===== src/rtl/hdmi_tx_pkg.sv =====
// Shared constants and types for the HDMI TX link controller: TMDS control tokens,
// video guard-band words, preamble CTL pattern and the link state enum.
package hdmi_tx_pkg;

    localparam int LOOKAHEAD    = 10;
    localparam int PREAMBLE_LEN = 8;

    localparam logic [9:0] CTL_TOKEN_00 = 10'b1101010100;

    localparam logic [9:0] CTRL_TOKEN [0:3] = '{
        10'b1101010100,
        10'b0010101011,
        10'b0101010100,
        10'b1010101011
    };

    localparam logic [9:0] VID_GB_CH0 = 10'b1011001100;
    localparam logic [9:0] VID_GB_CH1 = 10'b0100110011;
    localparam logic [9:0] VID_GB_CH2 = 10'b1011001100;

    // CTL3..CTL0 during the video preamble: only CTL0 is set
    localparam logic [3:0] PREAMBLE_CTL_VIDEO = 4'b0001;

    typedef enum logic [1:0] {
        RST_HOLD,
        STARTUP,
        RUN
    } link_state_t;

    typedef struct packed {
        logic       de;
        logic       hsync;
        logic       vsync;
        logic [9:0] ch0;
        logic [9:0] ch1;
        logic [9:0] ch2;
    } tap_t;

    function automatic logic [9:0] ctl_token(input logic [1:0] ctl);
        return CTRL_TOKEN[ctl];
    endfunction

endpackage


===== src/rtl/hdmi_tx_rst_seq.sv =====
// Serializer reset sequencer: synchronizes PLL lock, holds the serializers in reset,
// runs the control-token startup period and raises link_ready once the link is in RUN.
module hdmi_tx_rst_seq
    import hdmi_tx_pkg::*;
#(
    parameter int RST_CYCLES     = 16,
    parameter int STARTUP_CYCLES = 1024,
    parameter int SYNC_STAGES    = 2
) (
    input  logic        clk,
    input  logic        rst_n,
    input  logic        pll_locked,
    input  logic        blank_ok,
    output logic        lock_s,
    output link_state_t state,
    output logic        serdes_rst,
    output logic        link_ready
);

    localparam int RST_W   = $clog2(RST_CYCLES + 1);
    localparam int START_W = $clog2(STARTUP_CYCLES + 1);

    localparam logic [RST_W-1:0]   RST_LAST  = RST_W'(RST_CYCLES - 1);
    localparam logic [START_W-1:0] START_MAX = START_W'(STARTUP_CYCLES);

    logic [SYNC_STAGES-1:0] lock_sync;
    logic [RST_W-1:0]       rst_cnt;
    logic [START_W-1:0]     start_cnt;

    always_ff @(posedge clk or negedge rst_n) begin
        if (!rst_n) begin
            lock_sync <= '0;
        end else begin
            lock_sync <= {lock_sync[SYNC_STAGES-2:0], pll_locked};
        end
    end

    assign lock_s = lock_sync[SYNC_STAGES-1];

    // Losing lock in any state drops straight back to RST_HOLD with both counters cleared
    always_ff @(posedge clk or negedge rst_n) begin
        if (!rst_n) begin
            state      <= RST_HOLD;
            rst_cnt    <= '0;
            start_cnt  <= '0;
            serdes_rst <= 1'b1;
            link_ready <= 1'b0;
        end else if (!lock_s) begin
            state      <= RST_HOLD;
            rst_cnt    <= '0;
            start_cnt  <= '0;
            serdes_rst <= 1'b1;
            link_ready <= 1'b0;
        end else begin
            case (state)
                RST_HOLD: begin
                    if (rst_cnt == RST_LAST) begin
                        state      <= STARTUP;
                        rst_cnt    <= '0;
                        serdes_rst <= 1'b0;
                    end else begin
                        rst_cnt <= rst_cnt + 1'b1;
                    end
                end
                STARTUP: begin
                    if (start_cnt != START_MAX) begin
                        start_cnt <= start_cnt + 1'b1;
                    end else if (blank_ok) begin
                        state      <= RUN;
                        link_ready <= 1'b1;
                    end
                end
                RUN: begin
                    link_ready <= 1'b1;
                end
                default: begin
                    state      <= RST_HOLD;
                    serdes_rst <= 1'b1;
                    link_ready <= 1'b0;
                end
            endcase
        end
    end

endmodule


===== src/rtl/hdmi_tx_link_ctrl.sv =====
// TMDS symbol scheduler: 10-deep lookahead delay line, video preamble/guard-band
// insertion window and the registered per-channel symbol mux feeding the serializers.
module hdmi_tx_link_ctrl
    import hdmi_tx_pkg::*;
#(
    parameter int RST_CYCLES     = 16,
    parameter int STARTUP_CYCLES = 1024,
    parameter int SYNC_STAGES    = 2
) (
    input  logic       paralell_clk,
    input  logic       reset_n,
    input  logic       pll_locked,
    input  logic       hdmi_mode,
    input  logic       de_in,
    input  logic       hsync_in,
    input  logic       vsync_in,
    input  logic [9:0] ch0_enc,
    input  logic [9:0] ch1_enc,
    input  logic [9:0] ch2_enc,
    output logic       serdes_rst,
    output logic [9:0] ch0_sym,
    output logic [9:0] ch1_sym,
    output logic [9:0] ch2_sym,
    output logic       link_ready
);

    localparam logic [3:0] WIN_LAST = 4'(LOOKAHEAD);
    localparam logic [3:0] PRE_LAST = 4'(PREAMBLE_LEN);

    tap_t        taps [1:LOOKAHEAD];
    tap_t        out_tap;
    logic        taps_zero;
    logic        arm;
    logic        blank_ok;
    logic        lock_s;
    link_state_t state;
    logic [3:0]  win_cnt;
    logic [3:0]  win_pos;
    logic [9:0]  nxt_ch0;
    logic [9:0]  nxt_ch1;
    logic [9:0]  nxt_ch2;

    hdmi_tx_rst_seq #(
        .RST_CYCLES    (RST_CYCLES),
        .STARTUP_CYCLES(STARTUP_CYCLES),
        .SYNC_STAGES   (SYNC_STAGES)
    ) u_rst_seq (
        .clk       (paralell_clk),
        .rst_n     (reset_n),
        .pll_locked(pll_locked),
        .blank_ok  (blank_ok),
        .lock_s    (lock_s),
        .state     (state),
        .serdes_rst(serdes_rst),
        .link_ready(link_ready)
    );

    always_ff @(posedge paralell_clk or negedge reset_n) begin
        if (!reset_n) begin
            for (int i = 1; i <= LOOKAHEAD; i++) begin
                taps[i] <= '0;
            end
        end else begin
            taps[1] <= {de_in, hsync_in, vsync_in, ch0_enc, ch1_enc, ch2_enc};
            for (int i = 2; i <= LOOKAHEAD; i++) begin
                taps[i] <= taps[i-1];
            end
        end
    end

    assign out_tap = taps[LOOKAHEAD];

    always_comb begin
        taps_zero = 1'b1;
        for (int i = 1; i <= LOOKAHEAD; i++) begin
            if (taps[i].de) begin
                taps_zero = 1'b0;
            end
        end
    end

    // A DE rise with a fully blank lookahead means the next 10 output slots are free
    // for preamble + guard band; position 1 of that window is the arming cycle itself.
    assign arm     = hdmi_mode && de_in && !taps[1].de && taps_zero;
    assign win_pos = arm ? 4'd1 : win_cnt;

    // Also requiring de_in low keeps RUN entry from landing on an arming edge,
    // so the first window seen in RUN is always complete.
    assign blank_ok = taps_zero && !de_in;

    always_ff @(posedge paralell_clk or negedge reset_n) begin
        if (!reset_n) begin
            win_cnt <= 4'd0;
        end else if (!lock_s) begin
            win_cnt <= 4'd0;
        end else if (arm) begin
            win_cnt <= 4'd2;
        end else if (win_cnt == WIN_LAST) begin
            win_cnt <= 4'd0;
        end else if (win_cnt != 4'd0) begin
            win_cnt <= win_cnt + 4'd1;
        end
    end

    always_comb begin
        nxt_ch0 = ctl_token({out_tap.vsync, out_tap.hsync});
        nxt_ch1 = CTL_TOKEN_00;
        nxt_ch2 = CTL_TOKEN_00;
        if (!lock_s || state == RST_HOLD) begin
            nxt_ch0 = CTL_TOKEN_00;
        end else if (state == RUN) begin
            if (out_tap.de) begin
                nxt_ch0 = out_tap.ch0;
                nxt_ch1 = out_tap.ch1;
                nxt_ch2 = out_tap.ch2;
            end else if (win_pos != 4'd0 && win_pos <= PRE_LAST) begin
                nxt_ch1 = ctl_token(PREAMBLE_CTL_VIDEO[1:0]);
                nxt_ch2 = ctl_token(PREAMBLE_CTL_VIDEO[3:2]);
            end else if (win_pos > PRE_LAST) begin
                nxt_ch0 = VID_GB_CH0;
                nxt_ch1 = VID_GB_CH1;
                nxt_ch2 = VID_GB_CH2;
            end
        end
    end

    always_ff @(posedge paralell_clk or negedge reset_n) begin
        if (!reset_n) begin
            ch0_sym <= CTL_TOKEN_00;
            ch1_sym <= CTL_TOKEN_00;
            ch2_sym <= CTL_TOKEN_00;
        end else begin
            ch0_sym <= nxt_ch0;
            ch1_sym <= nxt_ch1;
            ch2_sym <= nxt_ch2;
        end
    end

endmodule

===== config.mk =====
export PLATFORM = sky130hd
export DESIGN_NAME = hdmi_tx_link_ctrl
export DESIGN_NICKNAME = d
export VERILOG_FILES = /design/src/rtl/hdmi_tx_pkg.sv /design/src/rtl/hdmi_tx_rst_seq.sv /design/src/rtl/hdmi_tx_link_ctrl.sv
export SDC_FILE = /design/constraint.sdc
export NUM_CORES = 1
export LEC_CHECK = 0
export BUFFER_PORTS_ARGS = -buffer_cell sky130_fd_sc_hd__buf_2
export CORE_MARGIN = 1
export CORE_UTILIZATION = 63
export DETAILED_ROUTE_END_ITERATION = 6
export MAX_ROUTING_LAYER = met4
export PLACE_DENSITY = 0.82
export SYNTH_ARGS = -nofsm -noshare
export SYNTH_HDL_FRONTEND = slang
export SYNTH_SLANG_ARGS = --single-unit

===== constraint.sdc =====
create_clock -name paralell_clk -period 3.53 [get_ports paralell_clk]
set_clock_uncertainty 0.15 [all_clocks]
set_input_delay 0.1765 -clock paralell_clk [delete_from_list [all_inputs] [get_ports paralell_clk]]
set_output_delay 0.1765 -clock paralell_clk [all_outputs]
set_load 0.005 [all_outputs]

After elaboration in Yosys (flattened, before gate mapping) --
Cells that the tools add are included.
Word-level totals: bits in registers 386, output and inout port bits 32, word-level logic and storage cells 160
Cells by class: add/subtract/negate cells 3, $lt $le $gt $ge 3, eq/ne operators 15, muxes and demuxes 51, bitwise operators 1, reduce and logical (&&, ||, !) cells 17
Operator list (count):
- two-way mux 10 bit | 15
- two-way mux 11 bit | 3
- binary-select mux 10 bit (select 2 bit) | 1
- two-way mux 4 bit | 5
- two-way mux 9 bit | 2
- two-way mux 1 bit | 15
- two-way mux 5 bit | 3
- != test 2 bit, second input constant | 6
- adder 11 x 1 -> 11 bit, second input constant | 1
- != test 11 bit, second input constant | 1
- != test 3 bit, second input constant | 3
- two-way mux 2 bit | 4
- nonzero test 4 bit | 2
- one-hot mux 2 bit (3 select lines) | 1
- adder 5 x 1 -> 5 bit, second input constant | 1
- equality test 5 x 4 -> 1 bit, second input constant | 1
- logical AND 1 bit | 5
- adder 4 x 1 -> 4 bit, second input constant | 1
- equality test 4 bit, second input constant | 1
- greater-than comparator 4 bit, second input constant | 1
- <= comparator 4 bit, second input constant | 1
- != test 4 bit, second input constant | 1
- AND reduction 2 bit | 2
- AND reduction 4 bit | 1
- 11 further kinds | 13

Logic depth before layout (Yosys ltp) --
depth after elaboration 18, gate-level depth with buffers 9

Hierarchy --
A second synthesis with hierarchy kept.
Unflattened totals: cells, all modules 584, area total of the unflattened synthesis 11011.8 um^2
By module, submodules not included:
- hdmi_tx_link_ctrl | instances 1, cells each 474, area each 9830.7 um^2
- hdmi_tx_rst_seq | instances 1, cells each 110, area each 1181.1 um^2

Least setup slack after synthesis --
Ideal clock, no wire load.
kind register to register, start register u_rst_seq.state[0], end register ch1_sym[3], setup time 77 ps, arrival 1745 ps, required time 3303 ps, path slack 1558 ps, stages on the path, launching flop included 10, path buffers 2, period minus slack after synthesis 1972 ps, cell sequence dfrtp_1 > inv_1 > ha_1 > buf_6 > nand2b_1 > clkbuf_1 > nor2_1 > o31ai_4 > or2_1 > a21oi_1
Between the ends: cells in the longest elaborated chain, start to end 3, elaborated cells between the ends (all ways) 5, classes of those cells eq/ne: 1; mux: 2; reduce/logical: 2
Ends and longest elaborated chain:
- start, declared | line hdmi_tx_rst_seq.sv:15 | output link_state_t state,
- start signal, assigned | line hdmi_tx_rst_seq.sv:43 | state <= RST_HOLD;
- start signal, assigned | line hdmi_tx_rst_seq.sv:49 | state <= RST_HOLD;
- start signal, assigned | line hdmi_tx_rst_seq.sv:58 | state <= STARTUP;
- equality test 2 bit or logical NOT 2 bit (tied branches) | line hdmi_tx_link_ctrl.sv:111, hdmi_tx_link_ctrl.sv:109
- two-way mux 10 bit or logical OR 1 bit (tied branches) | line hdmi_tx_link_ctrl.sv:111, hdmi_tx_link_ctrl.sv:109
- two-way mux 10 bit * | line hdmi_tx_link_ctrl.sv:109 | if (!lock_s || state == RST_HOLD) begin
- via nxt_ch1[3] | line hdmi_tx_link_ctrl.sv:40 | logic [9:0] nxt_ch1;
- end signal, assigned | line hdmi_tx_link_ctrl.sv:134 | ch1_sym <= nxt_ch1;
- end, declared | line hdmi_tx_link_ctrl.sv:22 | output logic [9:0] ch1_sym,
The timed path passes the listed nets; every way through them passes the cells marked *. A chain may end at the register's enable or synchronous reset.

Worst setup path after layout --
start register u_rst_seq.state[0], end register ch1_sym[7]
Same word-level chain as after synthesis.

==> parameters.txt <==
Parameter                              Value

Global routing
  Remaining global-route overflow ... 0
  Initial antenna violation count ... 0
  GRT Util Overall ... 29.6%
  Number of global-route vias before repair ... 6002
  Wire length of the first global-routing pass ... 36.2 mm
  Maximum number of pins on one net before global-route repair ... 102

Yosys
  Share of flip-flops with an asynchronous set or reset ... between 90% and 100%
  Top cell type's share of synthesized area ... 85.0%
  Net count of the mapped netlist ... 620
  Synthesized area per cell ... 19.0 µm²
  Post-synthesis instance total ... between 500 and 600
  Post-Syn Area ... 10900 µm²
  Post-synth EDFFs ... 0
  Largest cells by area after synthesis ... sky130_fd_sc_hd__dfrtp_1, sky130_fd_sc_hd__dfstp_2, sky130_fd_sc_hd__ha_1
  Cell taking the most area after synthesis ... sky130_fd_sc_hd__dfrtp_1
  Warning count from the yosys run ... 0
  Share of synthesized area occupied by flip-flops and latches ... just under 90%
  Main synth FF type ... sky130_fd_sc_hd__dfrtp_1
  Post-synth cell types ... 48
  Synthesis-stage register bit count ... 386

Final layout
  Most frequent standard cell in the layout excluding fill and tap cells ... sky130_fd_sc_hd__dfrtp_1
  Share of post-route cells with drive strength above 1 ... 20.9%
  Count of antenna diodes in the layout ... 0
  Count of nets after finishing ... 756
  Final cell count without fillers ... roughly 950
  Commonest cells after routing, fill and taps aside ... sky130_fd_sc_hd__dfrtp_1, sky130_fd_sc_hd__buf_2, sky130_fd_sc_hd__clkbuf_16
  Syn-to-layout area delta ... 19.5%

STA
  Count of pins over their slew limit ... 0
  Setup repair after global routing missed its margin ... no
  Crit share post-route ... 79.5%
  Final number of hold-violating endpoints ... 0
  Min cycle time layout ... 2.81 ns
  Total setup violations reported at the end of the flow ... 0
  FMAX ... between 0.3 and 0.4 GHz
  Worst slew margin ... 46.8%
  Transition time of the tightest slew-check pin ... 0.791 ns
  Post-Route Setup TNS ... 0 ns

Die
  Core box area ... 16700 µm²
  Starting utilization of the core area ... 65.2%
  Floorplan die width ... 133 µm
  Die Ht ... 133 µm
  Io pins ... 69
  FP Rows ... 47
  Floorplan die area ... 17800 µm²

Power and ir drop
  Cell leakage power ... 0.00599 µW
  Sequential cell fraction of total power ... 54.1%
  Total internal power ... 6820 µW
  Clock network power share ... 43.9%
  Net switching component of the power ... 1900 µW
  Combinational power share ... around 2%
  Power density relative to cell area ... 670 nW/µm²
  Net Sw Frac ... between 20% and 30%
  Worst vdd rail ir drop ... 0.000597 V

Placed design
  Final weighted congestion in routability-driven placement ... between 0.7 and 0.8
  Placed Instances ... approximately 860
  Input/output buffers ... 68
  Final HPWL from detailed placement ... 8.80 mm

Clock tree
  Number of gates resized after cts ... 0
  Number of buffers inserted to repair setup after CTS ... 0
  Clock Latency Late Sink ... 0.52 ns
  Root Buffer ... sky130_fd_sc_hd__clkbuf_16
  Number of hold buffers added after CTS ... 35
  Number of H-tree branching levels ... 2
  TritonCTS clock tree ... built
  Clock-pin slew reported for the worst setup and hold paths after clock tree synthesis ... 0.08 ns
  Number of buffers created by CTS ... 35
  Deepest clock path buffer count ... 3
  Clock sink count ... 386

Detailed routing
  DRC Markers ... 0
  1st-pass router iterations ... 5
  DR iter-0 viols ... 474
  Final antenna-violating net count ... 0
  Routed wire length ... 23.2 mm
  Routed via count divided by cell count ... 5.43
  DR WL/cell ... around 24 µm
  Via count of the routed design ... between 5000 and 6000

Setup path
  R2R depth ... 7
  Endpoint class of the critical path ... flip-flop
  Capture instance of the worst register-to-register path ... ch1_sym[7]
  FF-to-FF Start ... u_rst_seq.state[0]
  Critical Path Start ... u_rst_seq.state[0]
  Required @ worst endpoint ... ~3.8 ns
  Critical-path maximum fanout ... 10
  Critical path start-end classification ... flip-flop to flip-flop
  Launching element type of the critical path ... flip-flop
  WP data arrival ... approximately 3.1 ns
  Flop-to-flop setup slack ... 0.72 ns

Flow run
  Number of violations of the max-capacitance limit ... 0

Run status
  Result of the run ... finished clean

Hold path
  Path type of the worst min-delay path ... input pin to async pin
-- synth_stat cells (3+ instances only) --
cell type and count:
sky130_fd_sc_hd__nand2b_1 3, sky130_fd_sc_hd__o211ai_1 3, sky130_fd_sc_hd__nand2_1 22, sky130_fd_sc_hd__or3_1 3
sky130_fd_sc_hd__o21ai_1 8, sky130_fd_sc_hd__ha_1 9, sky130_fd_sc_hd__o21ai_0 6, sky130_fd_sc_hd__nor2_1 25
sky130_fd_sc_hd__xor2_1 11, sky130_fd_sc_hd__a21oi_1 15, sky130_fd_sc_hd__inv_1 17, sky130_fd_sc_hd__dfrtp_1 370
sky130_fd_sc_hd__and3_1 4, sky130_fd_sc_hd__xnor2_1 3, sky130_fd_sc_hd__dfstp_2 16, sky130_fd_sc_hd__nand4_1 4
sky130_fd_sc_hd__nand3_1 11, sky130_fd_sc_hd__a21o_1 4, sky130_fd_sc_hd__clkbuf_1 3
-- state kept, by name, indices dropped and copies added, names as in the netlist --
| register | flops |
|---|---|
| taps | 297 |
| out_tap | 33 |
| u_rst_seq.start_cnt | 11 |
| ch0_sym | 10 |
| ch1_sym | 10 |
| ch2_sym | 10 |
| u_rst_seq.rst_cnt | 5 |
| win_cnt | 4 |
| u_rst_seq.lock_sync | 2 |
| u_rst_seq.state | 2 |
| u_rst_seq.link_ready | 1 |
| u_rst_seq.serdes_rst | 1 |
-- worst max-delay path by stage --
stage	to	cells past startpoint
after floorplan	ch1_sym[3]	9
after global placement	ch1_sym[7]	7
after detailed placement	ch1_sym[7]	7
after CTS	ch1_sym[7]	7
after global routing	ch1_sym[7]	7
final	ch1_sym[7]	7
-- power groups by stage --
| stage | clock network (µW) | logic [µW] | registers (µW) |
|---|---|---|---|
| 6_report | 3830 | 177 | 4720 |
| 5_1_grt | 4060 | 202 | 4730 |
| 4_1_cts | 3810 | 176 | 4710 |
| 3_5_place_dp | 0 | 140 | 4770 |
| 3_3_place_gp | 0 | 130 | 4750 |
| 2_1_floorplan | 0 | 25.2 | 4740 |
-- area by class of cell --
| type | count | area (µm²) |
|---|---|---|
| clock buffer | 52 | 1050 |
| clock inverter | 8 | 82.6 |
| fill | 770 | 3690 |
| inverter | 17 | 63.8 |
| multi-input combinational | 162 | 1090 |
| sequential | 386 | 9680 |
| tap | 220 | 275 |
| timing repair buffer | 108 | 776 |
-- critical path: stages, from the launching register on --
cell,delay [ns]
sky130_fd_sc_hd__dfrtp_1,0.39
sky130_fd_sc_hd__inv_1,0.11
sky130_fd_sc_hd__ha_1,0.33
sky130_fd_sc_hd__nand2b_1,0.34
sky130_fd_sc_hd__nor2_1,0.54
sky130_fd_sc_hd__o31ai_4,0.25
sky130_fd_sc_hd__or2_1,0.34
sky130_fd_sc_hd__a21oi_1,0.24
-- kinds of logic (layout without fill, tap and decap cells) --
logic type | Yosys count | in the layout | share of synthesized area [%]
flip-flops | 386 | 386 | 88.9
AND/OR/NAND/NOR | 90 | 90 | 4.60
AO/OA/AOI/OAI | 48 | 48 | 3.12
buffers and inverters | 26 | 185 | 1.15
XOR/XNOR | 14 | 14 | 1.13
adder cells (fa/ha/maj) | 9 | 9 | 1.03
multiplexers | 1 | 1 | 0.0919
-- metal layers --
layer	GRT usage (%)	vias up	wire, µm
met5	-	-	0
met2	46.5	237	11600
met3	6.58	58	1590
li1	-	2130	-
met1	39.1	2747	9220
met4	10.6	0	732
-- metrics by stage --
step / power [µW] / worst slack [ns] / util [%] / instance area (µm²) / hold WS [ns]
floorplan: 4760 / 1.56 / - / 10900 / -0.269
global placement: 4880 / 1.31 / 69.0 / 11500 / 0.0912
detailed placement: 4910 / 1.10 / 69.0 / 11500 / 0.104
CTS: 8690 / 0.902 / 77.9 / 13000 / 0.127
global route: 8990 / 0.760 / 77.9 / 13000 / 0.142
finish: 8730 / 0.725 / 77.9 / 13000 / 0.115
Power figures use the tool's default switching activity.
